<file path="src/rtl/matrix_mult_pkg.sv">
// Shared types and helpers for the parametrised matrix multiplier.
// Holds the FSM state encoding, default sizes and index arithmetic helpers.
package matrix_mult_pkg;

    localparam int DEF_N      = 4;
    localparam int DEF_DATA_W = 8;
    localparam int DEF_ACC_W  = 20;

    typedef enum logic [1:0] {
        ST_IDLE,
        ST_MAC,
        ST_WRITE,
        ST_DONE
    } state_t;

    // Width of a row-major element address for an n x n matrix.
    function automatic int addr_width(input int n);
        return (n * n > 1) ? $clog2(n * n) : 1;
    endfunction

    // Width of a single row/column/k counter for an n x n matrix.
    function automatic int index_width(input int n);
        return (n > 1) ? $clog2(n) : 1;
    endfunction

    // Row-major flattening of (row, col) into an element index.
    function automatic int flat_index(input int n, input int row, input int col);
        return row * n + col;
    endfunction

endpackage

</file>
<file path="src/rtl/matrix_mult_param_mac.sv">
// Single time-shared multiply-accumulate stage.
// Multiplies two operands (signed or unsigned), extends the product to the
// accumulator width and adds it to either the running sum or a fresh start value.
module mac_unit
    import matrix_mult_pkg::*;
#(
    parameter int DATA_W = DEF_DATA_W,
    parameter int ACC_W  = DEF_ACC_W
) (
    input  logic              clk,
    input  logic              reset,
    input  logic              en,
    input  logic              load,
    input  logic              signed_mode,
    input  logic [DATA_W-1:0] a,
    input  logic [DATA_W-1:0] b,
    input  logic [ACC_W-1:0]  init,
    output logic [ACC_W-1:0]  acc
);

    localparam int PW = 2 * DATA_W;

    logic signed [PW-1:0]    prod_s;
    logic        [PW-1:0]    prod_u;
    logic signed [ACC_W-1:0] ext_s;
    logic        [ACC_W-1:0] ext_u;
    logic        [ACC_W-1:0] product;
    logic        [ACC_W-1:0] base;

    // Form the product in both interpretations and pick the extension that matches the mode.
    always_comb begin
        prod_s  = PW'($signed(a)) * PW'($signed(b));
        prod_u  = PW'(a) * PW'(b);
        ext_s   = ACC_W'(prod_s);
        ext_u   = ACC_W'(prod_u);
        product = signed_mode ? ext_s : ext_u;
        base    = load ? init : acc;
    end

    // Accumulate one product per enabled cycle; the sum wraps at the accumulator width.
    always_ff @(posedge clk) begin
        if (reset) begin
            acc <= '0;
        end else if (en) begin
            acc <= base + product;
        end
    end

endmodule

</file>
<file path="src/rtl/matrix_mult_param.sv">
// Parametrised N x N matrix multiplier with register-style operand/result access.
// Computes C = A*B or C += A*B using one shared MAC, one product per cycle,
// followed by one write-back cycle per result element.
module matrix_mult_param
    import matrix_mult_pkg::*;
#(
    parameter int N      = DEF_N,
    parameter int DATA_W = DEF_DATA_W,
    parameter int ACC_W  = DEF_ACC_W,
    localparam int AW    = addr_width(N)
) (
    input  logic              clk,
    input  logic              reset,
    input  logic              start,
    input  logic              signed_mode,
    input  logic              accum_mode,
    input  logic              wr_en,
    input  logic              wr_sel,
    input  logic [AW-1:0]     wr_addr,
    input  logic [DATA_W-1:0] wr_data,
    input  logic [AW-1:0]     rd_addr,
    output logic [ACC_W-1:0]  rd_data,
    output logic              busy,
    output logic              done
);

    localparam int IW    = index_width(N);
    localparam int DEPTH = N * N;
    localparam logic [IW-1:0] LAST_IDX = IW'(N - 1);

    logic [DATA_W-1:0] mem_a [DEPTH];
    logic [DATA_W-1:0] mem_b [DEPTH];
    logic [ACC_W-1:0]  mem_c [DEPTH];

    state_t         state;
    logic [IW-1:0]  i_idx;
    logic [IW-1:0]  j_idx;
    logic [IW-1:0]  k_idx;
    logic           signed_lat;
    logic           accum_lat;

    logic [AW-1:0]     a_addr;
    logic [AW-1:0]     b_addr;
    logic [AW-1:0]     c_addr;
    logic [ACC_W-1:0]  acc_init;
    logic [ACC_W-1:0]  acc;
    logic              mac_en;
    logic              mac_load;

    // Element addresses for the current (i, k) operand, (k, j) operand and (i, j) result.
    always_comb begin
        a_addr   = AW'(flat_index(N, int'(i_idx), int'(k_idx)));
        b_addr   = AW'(flat_index(N, int'(k_idx), int'(j_idx)));
        c_addr   = AW'(flat_index(N, int'(i_idx), int'(j_idx)));
        acc_init = accum_lat ? mem_c[c_addr] : '0;
        mac_en   = (state == ST_MAC);
        mac_load = (k_idx == '0);
    end

    mac_unit #(
        .DATA_W (DATA_W),
        .ACC_W  (ACC_W)
    ) u_mac (
        .clk         (clk),
        .reset       (reset),
        .en          (mac_en),
        .load        (mac_load),
        .signed_mode (signed_lat),
        .a           (mem_a[a_addr]),
        .b           (mem_b[b_addr]),
        .init        (acc_init),
        .acc         (acc)
    );

    // Operand writes land only while idle so A and B stay frozen during a computation.
    always_ff @(posedge clk) begin
        if (!reset && state == ST_IDLE && wr_en) begin
            if (wr_sel) begin
                mem_b[wr_addr] <= wr_data;
            end else begin
                mem_a[wr_addr] <= wr_data;
            end
        end
    end

    // Finished accumulator is stored into C during the write-back cycle.
    always_ff @(posedge clk) begin
        if (!reset && state == ST_WRITE) begin
            mem_c[c_addr] <= acc;
        end
    end

    // Registered read port; returns C as it stood before this edge.
    always_ff @(posedge clk) begin
        if (reset) begin
            rd_data <= '0;
        end else begin
            rd_data <= mem_c[rd_addr];
        end
    end

    // Sequencer: walks k for each (i, j), writes back, and signals completion once.
    always_ff @(posedge clk) begin
        if (reset) begin
            state      <= ST_IDLE;
            busy       <= 1'b0;
            done       <= 1'b0;
            i_idx      <= '0;
            j_idx      <= '0;
            k_idx      <= '0;
            signed_lat <= 1'b0;
            accum_lat  <= 1'b0;
        end else begin
            case (state)
                ST_IDLE: begin
                    done <= 1'b0;
                    if (start) begin
                        state      <= ST_MAC;
                        busy       <= 1'b1;
                        i_idx      <= '0;
                        j_idx      <= '0;
                        k_idx      <= '0;
                        signed_lat <= signed_mode;
                        accum_lat  <= accum_mode;
                    end
                end
                ST_MAC: begin
                    if (k_idx == LAST_IDX) begin
                        k_idx <= '0;
                        state <= ST_WRITE;
                    end else begin
                        k_idx <= k_idx + 1'b1;
                    end
                end
                ST_WRITE: begin
                    if (j_idx == LAST_IDX) begin
                        j_idx <= '0;
                        if (i_idx == LAST_IDX) begin
                            i_idx <= '0;
                            state <= ST_DONE;
                            busy  <= 1'b0;
                            done  <= 1'b1;
                        end else begin
                            i_idx <= i_idx + 1'b1;
                            state <= ST_MAC;
                        end
                    end else begin
                        j_idx <= j_idx + 1'b1;
                        state <= ST_MAC;
                    end
                end
                ST_DONE: begin
                    done  <= 1'b0;
                    state <= ST_IDLE;
                end
                default: begin
                    state <= ST_IDLE;
                    busy  <= 1'b0;
                    done  <= 1'b0;
                end
            endcase
        end
    end

endmodule

</file>
<file path="config.mk">
export PLATFORM = sky130hd
export DESIGN_NAME = matrix_mult_param
export DESIGN_NICKNAME = d
export VERILOG_FILES = /design/src/rtl/matrix_mult_pkg.sv /design/src/rtl/matrix_mult_param_mac.sv /design/src/rtl/matrix_mult_param.sv
export SDC_FILE = /design/constraint.sdc
export NUM_CORES = 1
export LEC_CHECK = 0
export ABC_AREA = 1
export BUFFER_PORTS_ARGS = -buffer_cell sky130_fd_sc_hd__buf_2
export CAP_MARGIN = 30
export CORE_MARGIN = 3
export CORE_UTILIZATION = 56
export DETAILED_ROUTE_END_ITERATION = 10
export HOLD_SLACK_MARGIN = 0.15
export PLACE_DENSITY = 0.73
export SLEW_MARGIN = 0
export SYNTH_ARGS = -nofsm -noshare
export SYNTH_HDL_FRONTEND = slang
export SYNTH_SLANG_ARGS = --single-unit
</file>
<file path="constraint.sdc">
create_clock -name clk -period 11 [get_ports clk]
set_clock_uncertainty 0.05 [all_clocks]
set_input_delay 0.55 -clock clk [delete_from_list [all_inputs] [get_ports clk]]
set_output_delay 0.55 -clock clk [all_outputs]
set_load 0.01 [all_outputs]
</file>
==> flow_summary.toml, run 1 <==
[global_route]
grt_start_max_net_pins = 248
antenna_found_initial = 0
grt_use_met1_pct = 37.9
grt_pass1_vias = 24900
top_usage_layer = "met2"
grt_util_all_layers_pct = 28.8
grt_pass1_wl_mm = 140
overflow = 0
grtUsageMet3_pct = 4.50
grt_use_met2_pct = 47.5

[route]
routed_wire_length_per_instance_um = 22.2
first_pass_iters = 6
drc = 0
via_per_inst = 6.24
num_vias = 25500
routed_wl_mm = 90.6
drt_iter0_drc = 2812
ant_nets = 0

[place]
gp_congestion = 0.940
numPlacedInstances = 3957
pre_cts_slack_ns = 3.12
portBuffers = 44
place_hpwl_mm = 56.0

[clock_network]
clk_path_buf_depth = 3
root_buffer = "clkbuf_16"
cts.repair.resized = 0
cts.sinks = 628
cts_inserted_buffers = 67
post-cts-setup-buffer-count = 0
holdBufCountCts = 0
cts_tree = "done"
htree_levels = 3
insertion_delay_ns = 0.61
clk_pin_slew_ns = 0.06

[timing]
rsz0062_at_grt = "false"
fin_setup_tns_ns = 0
worst_slack_ns = 2.99
setup_viol = 0
tightest_slew_ns = 1.30
timing.final.crit_share_pct = 72.8
max-slew-margin-rel_pct = 13.3
fin_crit_ns = 8.01
timing.fmax_mhz = 125
maxSlewViolCount = 0
hold_viol = 0

[synthesis]
syn_nets = 3511
synthesis.area_um2 = 33100
avgSynthCellArea_um2 = 10.0
synth_edf_count = 576
async_reset_ff_share_pct = 0
yosysWarnings = 0
ys_types = 50
synthCells = 3312
synth_flop_cell = "edfxtp_1"
synth-seq-cells = 628
ys_seq_area_share_pct = 55.4

[run]
cap_violations = 0

[final_layout]
fin_cells = 4078
final_nets = 3461
diodes = 0
drive_gt1_share_pct = 6.91
area_delta_synth_final_pct = 8.22

[floorplan]
row_count = 88
die_width_um = 249
core-area_um2 = 58100
die_h_um = 249
io_pins = 45
initial_utilization_pct = 57.0
die_area_um2 = 62100

[critical_path]
cpMaxStageDelayCell = "dfxtp_4"
cp-start-kind = "flop"
endpoint_kind = "flop"
cpLargestDelayFamily = "adder cells"
worstPathRequired_ns = 11.43
cp.buffers_inverters = 7
crit_fanout = 87
path_class = "flop to flop"
worstPathArrival_ns = 8.44
cpPeakStageDelay_ns = 0.84

[status]
status = "complete, no violations"

[worst_hold_path]
hp-class = "input port to flop"
-- sequential cells by signal, summed over array words and instances, names as in the netlist --
name / count
rd_data: 20
busy: 1
i_idx: 2
j_idx: 2
mem_b: 128
state: 2
signed_lat: 1
done: 1
mem_c: 320
mem_a: 128
accum_lat: 1
k_idx: 2
u_mac.acc: 20
-- synthesized netlist by cell type (15+ instances only) --
master    count  area share (%)
buf_1        21            0.24
xor2_1       15            0.40
clkbuf_1    104             1.2
o21ai_0     559             8.4
dfxtp_1      52             3.1
ha_1         90             3.4
buf_2        47            0.71
nor2_1      334             3.8
o22ai_1      37            0.70
a21oi_1     304             4.6
o211ai_1     76             1.7
nand2_1     271             3.1
o21ai_1      31            0.47
inv_1       401             4.5
edfxtp_1    576              52
nand3_1     136             2.1
fa_1         86             5.2
o221ai_1     52             1.4
-- area by class of cell --
type                    instances  area [um2]
well taps                     765         957
repair buffers                 81         559
flip-flops and latches        628       18400
inverters                     416        1560
clock inverters                29         294
clock buffers                  91        1850
multi-input cells            2068       12300
fillers                      4588       22300
-- path summary, 6_finish.rpt --
kind / slack, ns / to / from / depth (start not counted)
max: 2.99 / u_mac.acc[18]$_SDFFE_PP0P_ / j_idx[0]$_SDFFE_PP0P_ / 34
min: 0.25 / accum_lat$_SDFFE_PP0P_ / accum_mode / 3
max reg2reg: 2.99 / u_mac.acc[18]$_SDFFE_PP0P_ / j_idx[0]$_SDFFE_PP0P_ / 34
min reg2reg: 0.44 / accum_lat$_SDFFE_PP0P_ / accum_lat$_SDFFE_PP0P_ / 2
-- routing by layer --
layer  vias to the layer above  share of wire, %  wire [um]
li1                      11500                 -          -
met1                     12200                38      34600
met2                      1465                48      43400
met3                       277               9.6       8700
met4                         0               4.3       3910
met5                         -                 0          0
-- through the flow --
stage               utilization [%]  cell area [um2]  hold slack [ns]
global route                   61.7            35900            0.266
CTS                            61.6            35800            0.221
finish                         61.7            35900            0.251
floorplan                         -            33100            0.403
global placement               57.9            33700            0.415
detailed placement             57.9            33700            0.427
-- worst register-to-register path: cells and delay by family, from the launching register on --
family          cells  cell delay (ns)
simple gates       13             1.68
flops               1             0.84
buf+inv             7             0.88
fa+ha+maj           6             2.79
compound gates      8             1.64
-- kinds of logic (layout without fill, tap and decap cells) --
group | after synthesis | after routing | synth area share (%)
compound gates | 1092 | 1092 | 18.1
xor+xnor | 23 | 23 | 0.608
fa+ha+maj | 176 | 176 | 8.60
buf+inv | 616 | 617 | 7.71
flops | 628 | 628 | 55.4
mux | 1 | 1 | 0.0302
simple gates | 776 | 776 | 9.57
-- cells in the final DEF, fill, tap and decap left out, types with 76 or more instances in the layout --
master    instances
nand3_1         136
o211ai_1         76
edfxtp_1        576
fa_1             86
ha_1             90
nand2_1         271
a21oi_1         304
o21ai_0         559
nor2_1          318
inv_1           400
Power of run 1 is not shown: default switching activity piles up to over one toggle a cycle in this logic, so the estimate is an artifact.
==> inputs of run 2 (changes only) <==
- clock period: 11 -> 7.9 ns (I/O delays scaled with it)
==> flow_summary.toml, run 2 (synthesis results as in run 1) <==
[route]
ant_nets = 0
drt_iter0_drc = 2617
routed_wire_length_per_instance_um = 22.2
routed_wl_mm = 90.8
drc = 0
first_pass_iters = 5
via_per_inst = 6.22
num_vias = 25400

[critical_path]
cp.buffers_inverters = 7
r2r_slack_ns = 0.53
worstPathRequired_ns = 8.44
cpMaxStageDelayCell = "fa_1"
endpoint_kind = "flop"
timing.rr.start = "k_idx[0]$_SDFFE_PP0P_"
reg2reg_to = "u_mac.acc[17]$_SDFFE_PP0P_"
cp-start-kind = "flop"
cpLargestDelayFamily = "adder cells"
reg2reg_depth = 32
path_class = "flop to flop"
crit_fanout = 59
cpPeakStageDelay_ns = 0.55
crit_top_cell = "nand2_1"
worstPathArrival_ns = 7.91

[run]
cap_violations = 0

[global_route]
antenna_found_initial = 0
grt_pass1_vias = 24800
overflow = 0
grt_start_max_net_pins = 255
grt_util_all_layers_pct = 28.7
grt_pass1_wl_mm = 140

[clock_network]
clk_pin_slew_ns = 0.07
htree_levels = 2
insertion_delay_ns = 0.64
root_buffer = "clkbuf_16"
cts.sinks = 628
cts_tree = "done"
clk_path_buf_depth = 3
cts_inserted_buffers = 61

[floorplan]
core-area_um2 = 58100
die_h_um = 249
io_pins = 45
row_count = 88
die_width_um = 249
initial_utilization_pct = 57.0
die_area_um2 = 62100

[timing]
timing.final.crit_share_pct = 93.3
max-slew-margin-rel_pct = 23.4
tightest_slew_ns = 1.15
fin_crit_ns = 7.37
setup_viol = 0
hold_viol = 0
maxSlewViolCount = 0
fin_setup_tns_ns = 0
timing.fmax_mhz = 136
rsz0062_at_grt = "false"

[final_layout]
largest_register = "mem_c"
drive_gt1_share_pct = 7.08
stdcell_area_um2 = 35800
final_nets = 3466
final_cell_mix = "edfxtp_1, o21ai_0, inv_1, nor2_1, a21oi_1"
layout_commonest_cell = "edfxtp_1"
area_delta_synth_final_pct = 7.97
diodes = 0
largest_reg_flops = 320
top_regs = "mem_c x320, mem_a x128, mem_b x128"

[worst_hold_path]
hp-class = "input port to flop"
hold_end = "accum_lat$_SDFFE_PP0P_"
hold_path.startpoint = "start"
hold_depth = 4

[place]
post_dp_cell_area_um2 = 33800
gp_congestion = 0.928
place_hpwl_mm = 56.7
portBuffers = 44

[status]
status = "complete, no violations"
run 2: area by class of cell:
cell class,count,area (um2)
Clock inverter,31,295
Sequential cell,628,18400
Timing Repair Buffer,92,672
Tap cell,765,957
Multi-Input combinational cell,2068,12300
Fill cell,4698,22400
Clock buffer,82,1650
Inverter,416,1570
run 2: worst max-delay path by stage:
| stage | cells past startpoint | endpoint | start | slack (ns) |
|---|---|---|---|---|
| after detailed placement | 33 | u_mac.acc[17]$_SDFFE_PP0P_ | j_idx[0]$_SDFFE_PP0P_ | 0.47 |
| after CTS | 33 | u_mac.acc[17]$_SDFFE_PP0P_ | j_idx[0]$_SDFFE_PP0P_ | 0.40 |
| after global routing | 34 | u_mac.acc[18]$_SDFFE_PP0P_ | k_idx[0]$_SDFFE_PP0P_ | 0.001 |
| final | 32 | u_mac.acc[17]$_SDFFE_PP0P_ | k_idx[0]$_SDFFE_PP0P_ | 0.53 |
| after global placement | 33 | u_mac.acc[17]$_SDFFE_PP0P_ | j_idx[0]$_SDFFE_PP0P_ | 0.61 |
| after floorplan | 37 | u_mac.acc[18]$_SDFFE_PP0P_ | j_idx[0]$_SDFFE_PP0P_ | 1.60 |
run 2: layer usage:
layer  vias to the layer above  share of wire, %  wire length, um  track usage (%)
li1                      11500                 -                -                -
met1                     12200                38            34900             37.8
met2                      1361                48            43900             47.7
met3                       257               8.7             7870             3.93
met4                         0               4.5             4110             13.4
met5                         -                 0                0                0
run 2: worst register-to-register path: cells and delay by family, from the launching register on:
| kind | cells | cell delay (ns) |
|---|---|---|
| AOI/OAI and AO/OA | 9 | 1.65 |
| and+or+nand+nor | 10 | 1.65 |
| adders and majority gates | 6 | 2.67 |
| DFF | 1 | 0.34 |
| buffers and inverters | 7 | 1.00 |
run 2: what timing repair did:
action | in CTS | in global routing
hold buffers | 3 | 0
endpoints found under the hold margin | 2 | 0
resized for setup | 0 | 4
setup endpoints to repair | 0 | 7
setup buffers | 0 | 1
run 2: stage by stage:
step,utilization (%),cells,hold WS [ns],setup WS (ns)
3_5_place_dp,58.1,3965,0.433,0.470
5_1_grt,61.5,4082,0.215,0.00132
2_1_floorplan,-,3312,0.403,1.60
3_3_place_gp,58.0,3964,0.424,0.614
6_report,61.5,4082,0.191,0.529
4_1_cts,61.5,4081,0.178,0.402
Power of run 2 is left out for the same reason.
